## src/rtl/btn_pkg.sv

```systemverilog
// Shared definitions for the push-button gesture path.
// The state encoding is also decoded by the CSR block for debug readback,
// so the numeric values below must stay stable.
package btn_pkg;

    // Gesture FSM state, 3-bit encoding visible to software
    typedef enum logic [2:0] {
        ST_IDLE   = 3'd0,
        ST_PRESS1 = 3'd1,
        ST_WAIT2  = 3'd2,
        ST_PRESS2 = 3'd3,
        ST_LONG   = 3'd4
    } btn_state_t;

    // Defaults for a 1 ms tick: 1 s long press, 250 ms double-click window
    localparam int BTN_CNT_W      = 16;
    localparam int BTN_LONG_TICKS = 1000;
    localparam int BTN_DBL_TICKS  = 250;

    // True while the FSM believes the button is held down
    function automatic logic state_is_held(input btn_state_t s);
        return (s == ST_PRESS1) || (s == ST_PRESS2) || (s == ST_LONG);
    endfunction

endpackage

```

## src/rtl/button_event_edge_det.sv

```systemverilog
// Edge detector for the debounced button level.
// Registers btn and produces combinational rise/fall strobes. Both strobes are
// masked on the first clock after reset so a button already held at reset
// release is not reported as a press.
module edge_det (
    input  logic clk,
    input  logic rst_n,
    input  logic btn,
    output logic rise,
    output logic fall
);

    logic btn_q;
    logic armed;

    // Previous-level register plus a one-shot arm flag set after the first clock
    always_ff @(posedge clk or negedge rst_n) begin
        if (!rst_n) begin
            btn_q <= 1'b0;
            armed <= 1'b0;
        end else begin
            btn_q <= btn;
            armed <= 1'b1;
        end
    end

    assign rise = armed &  btn & ~btn_q;
    assign fall = armed & ~btn &  btn_q;

endmodule

```

## src/rtl/button_event.sv

```systemverilog
// Push-button gesture classifier.
// Turns the debounced level into one-cycle pulses for press, release, single
// click, double click and long press. Time is counted in ticks of an external
// enable. "release" is a reserved word, so the falling-edge pulse is named
// released.
module button_event
    import btn_pkg::*;
#(
    parameter int CNT_W      = BTN_CNT_W,
    parameter int LONG_TICKS = BTN_LONG_TICKS,
    parameter int DBL_TICKS  = BTN_DBL_TICKS
) (
    input  logic clk,
    input  logic rst_n,
    input  logic tick,
    input  logic btn,
    output logic press,
    output logic released,
    output logic single_click,
    output logic double_click,
    output logic long_press,
    output logic busy
);

    // Counter values at which the respective timeout fires on the next tick
    localparam logic [CNT_W-1:0] LONG_LAST = CNT_W'(LONG_TICKS - 1);
    localparam logic [CNT_W-1:0] DBL_LAST  = CNT_W'(DBL_TICKS - 1);

    logic             rise;
    logic             fall;
    logic [CNT_W-1:0] cnt;
    logic [CNT_W-1:0] cnt_inc;
    logic             long_hit;
    logic             dbl_hit;
    btn_state_t       state;

    edge_det u_edge (
        .clk   (clk),
        .rst_n (rst_n),
        .btn   (btn),
        .rise  (rise),
        .fall  (fall)
    );

    // Saturating increment so a very long hold cannot wrap into a false timeout
    assign cnt_inc  = (cnt == '1) ? cnt : cnt + CNT_W'(1);
    assign long_hit = tick && (cnt == LONG_LAST);
    assign dbl_hit  = tick && (cnt == DBL_LAST);

    // Gesture FSM with tick counter and registered one-cycle output pulses.
    // Edges are tested before timeouts so an edge always wins a tie.
    always_ff @(posedge clk or negedge rst_n) begin
        if (!rst_n) begin
            state        <= ST_IDLE;
            cnt          <= '0;
            press        <= 1'b0;
            released     <= 1'b0;
            single_click <= 1'b0;
            double_click <= 1'b0;
            long_press   <= 1'b0;
        end else begin
            press        <= rise;
            released     <= fall;
            single_click <= 1'b0;
            double_click <= 1'b0;
            long_press   <= 1'b0;
            if (tick) begin
                cnt <= cnt_inc;
            end
            case (state)
                ST_IDLE: begin
                    if (rise) begin
                        state <= ST_PRESS1;
                        cnt   <= '0;
                    end
                end
                ST_PRESS1: begin
                    if (fall) begin
                        state <= ST_WAIT2;
                        cnt   <= '0;
                    end else if (long_hit) begin
                        long_press <= 1'b1;
                        state      <= ST_LONG;
                        cnt        <= '0;
                    end
                end
                ST_WAIT2: begin
                    if (rise) begin
                        state <= ST_PRESS2;
                        cnt   <= '0;
                    end else if (dbl_hit) begin
                        single_click <= 1'b1;
                        state        <= ST_IDLE;
                        cnt          <= '0;
                    end
                end
                ST_PRESS2: begin
                    if (fall) begin
                        double_click <= 1'b1;
                        state        <= ST_IDLE;
                        cnt          <= '0;
                    end else if (long_hit) begin
                        // Holding the second press turns it into a long press;
                        // the pending double click is dropped.
                        long_press <= 1'b1;
                        state      <= ST_LONG;
                        cnt        <= '0;
                    end
                end
                ST_LONG: begin
                    if (fall) begin
                        state <= ST_IDLE;
                        cnt   <= '0;
                    end
                end
                default: begin
                    state <= ST_IDLE;
                    cnt   <= '0;
                end
            endcase
        end
    end

    assign busy = (state != ST_IDLE);

endmodule

```

## config.mk

```make
export PLATFORM = sky130hd
export DESIGN_NAME = button_event
export DESIGN_NICKNAME = d
export VERILOG_FILES = /design/src/rtl/btn_pkg.sv /design/src/rtl/button_event_edge_det.sv /design/src/rtl/button_event.sv
export SDC_FILE = /design/constraint.sdc
export NUM_CORES = 1
export LEC_CHECK = 0
export ABC_AREA = 1
export CAP_MARGIN = 20
export CORE_UTILIZATION = 40
export CTS_CLUSTER_SIZE = 40
export DETAILED_ROUTE_END_ITERATION = 7
export HOLD_SLACK_MARGIN = 0.05
export PLACE_DENSITY = 0.58
export SKIP_CTS_REPAIR_TIMING = 1
export SYNTH_ARGS = -nofsm -noshare
export SYNTH_HDL_FRONTEND = slang
export SYNTH_HIERARCHICAL = 1
export SYNTH_SLANG_ARGS = --single-unit
export TNS_END_PERCENT = 50
```

## constraint.sdc

```tcl
create_clock -name clk -period 1.85 [get_ports clk]
set_input_delay 0.4625 -clock clk [delete_from_list [all_inputs] [get_ports clk]]
set_output_delay 0.4625 -clock clk [all_outputs]
set_load 0.01 [all_outputs]
```

==> flow_summary.toml <==
[status]
status = "finished clean"

[yosys]
ys_warn_count = 6
ys_seq_elements = 26
syn_area_sq_um = 1683
syn_inst = 236
syn_nets = 242
synth_cell_type_count = 27
ys_seq_area_share_pct = 38.66
avgSynthCellArea_sq_um = 7.131

[final_layout]
fill_cells = 400
stdcell_area_sq_um = 2016
regArea_sq_um = 650.6
multi_input_area_sq_um = 892.1
area_growth_pct = 19.78
fin_cells = 313
fin_nets = 270
antenna_cells = 0
drive_above_1_share_pct = 21.67

[placement]
place_ws_ps = -155.8
io_buffers = 9
placed_cells = 309
place_congestion = 0.8077
dpl_cell_area_sq_um = 1943
dp_hpwl_um = 2676

[sta]
rsz0062_at_grt = "no"
fin_crit_ps = 1688
clock.fmax_mhz = 592.5
slew_viol_final = 0
hold_viol_final = 0
setup_violations = 0
worst_slack_ps = 162.2
fin_crit_sh_pct = 91.23
fin_setup_tns_ps = 0
fin_worst_skew_ps = 10.59

[power_and_ir_drop]
internal_power_uw = 1340
power_density_nw_per_um2 = 1141
ir_worst_vdd_uv = 571.4
combPwrFrac_pct = 43.3
netSwitchingFraction_pct = 41.73
p_seq_share_pct = 40.2
p_clk_share_pct = 16.4
p_sw_uw = 959.7
p_leak_uw = 0.001020

[job]
max-cap-violations = 0

[clock_tree]
path_clk_slew_ps = 100
clk_latency_ps = 280
cts.path.max_buffers = 2
htree_levels = 1
clock-sinks = 26
cts_buffers = 3
cts_tree = "yes"
cts-root-buf = "clkbuf_8"

[global_routing]
grt_first_pass_wirelength_um = 6244
grt_max_degree = 27
grt_pass1_vias = 1353
gr-total-overflow = 0
groute.usage.overall_pct = 18.79
antenna_found_initial = 0

[floorplan]
start_util_pct = 41.77
dieWidth_um = 66.86
pin_count = 10
num_rows = 23
core-area_sq_um = 4029
die_area_sq_um = 4470
die_h_um = 66.86

[route]
wire_per_inst_um = 11.51
drt-total-wl_um = 3604
drt_iter0_drc = 64
drt_drc_violations_left = 0
drtPass1Iterations = 4
viasPerCell = 4.620
postRouteAntennaNets = 0
vias = 1446

[critical_path]
critPathLaunchType = "input pin"
cp_num_buf_inv = 2
crit_path_cell_trace = "clkdlybuf4s50_1 -> nand4_1 -> nor2_4 -> nand2_2 -> nand2_2 -> nand2_2 -> nor2_4 -> buf_12 -> nor2_1"
crit_path_top_delay_cell = "clkdlybuf4s50_1"
path_class = "input pin to register"
worst_setup_path_end_kind = "register"
slowest_delay_ps = 550
cp_common_cell = "nand2_2"
arrival_ps = 1870
cpLargestDelayFamily = "buffers and inverters"
cp_max_fo = 12
critical_path.startpoint = "tick"
critical_path_required_ps = 2030
rr_startpoint = "cnt[0]"

[min_path]
worstHoldPathType = "input pin to async pin"
[cells by family (layout without fill, tap and decap cells)]
logic type	Yosys count	after routing	share of synthesized area (%)
and+or+nand+nor	163	163	45.80
buffers and inverters	33	60	9.219
DFF	26	26	38.66
AOI/OAI and AO/OA	6	6	2.007
xor gates and xnor gates	5	5	2.602
adders and majority gates	2	2	1.487
other	1	1	0.2228
[registers in the layout, indices dropped and copies added, names as in the netlist]
name / flops
u_edge/btn_q: 1
long_press: 1
u_edge/armed: 1
state: 3
single_click: 1
cnt: 16
double_click: 1
released: 1
press: 1
[placed cells by master, fill, tap and decap left out, drive strengths merged]
cell type / count
nand2: 78
nor2: 46
nand3: 30
inv: 28
dfrtp: 26
buf: 19
clkdlybuf4s50: 8
nand4: 4
xor2: 4
clkbuf: 4
o21ai: 4
nand3b: 3
nor3: 2
ha: 2
xnor2: 1
o31ai: 1
a31oi: 1
dlymetal6s2s: 1
conb: 1
[path summary, 6_finish.rpt]
kind | slack [ps] | cells past startpoint | end
setup reg to reg | 250 | 11 | cnt[1]
max in group asynchronous | 1030 | 2 | state[2]
setup / recovery | 160 | 9 | cnt[3]
min in group clk | 590 | 3 | state[0]
hold reg to reg | 590 | 3 | state[0]
hold / removal | 540 | 2 | cnt[3]
[routing by layer]
metal / GRT usage, % / wire (um) / vias to the layer above
li1: - / - / 785
met1: 24.03 / 1810 / 646
met2: 32.45 / 1680 / 13
met3: 3.596 / 85 / 2
met4: 3.989 / 28 / 0
met5: 0 / 0 / -
[cells in the mapped netlist, drive strengths merged]
cell,count,area (sq um)
nor2,46,240.2
nand3b,3,22.52
buf,5,47.54
nor3,2,10.01
conb,1,3.750
nand4,4,25.02
ha,2,25.02
xor2,4,35.03
nand3,30,162.7
dfrtp,26,650.6
nand2,78,310.3
a31oi,1,6.260
o31ai,1,7.510
o21ai,4,20.01
inv,28,107.6
xnor2,1,8.760
[power by group through the flow]
stage,registers [uW],clock network [uW],logic (uW)
after CTS,912,396,1010
after detailed placement,924,0,1000
after global routing,950,415,1130
final,925,378,996
after global placement,924,0,996
after floorplan,844,0,814
[stage by stage]
step | total power (uW) | hold slack (ps) | util [%]
final | 2299 | 542.9 | 50.03
after global routing | 2495 | 582.2 | 50.03
after CTS | 2315 | 556.6 | 49.60
after detailed placement | 1926 | 578.4 | 48.23
after global placement | 1920 | 562.1 | 48.23
after floorplan | 1658 | 166.9 | -
[layout make-up]
type                       count  area share (%)
timing repair buffer          28           12.29
multi-input combinational    177           44.26
sequential                    26           32.28
clock buffer                   4           2.731
inverter                      28           5.338
tap                           50           3.104
(Power assumes the default switching activity.)
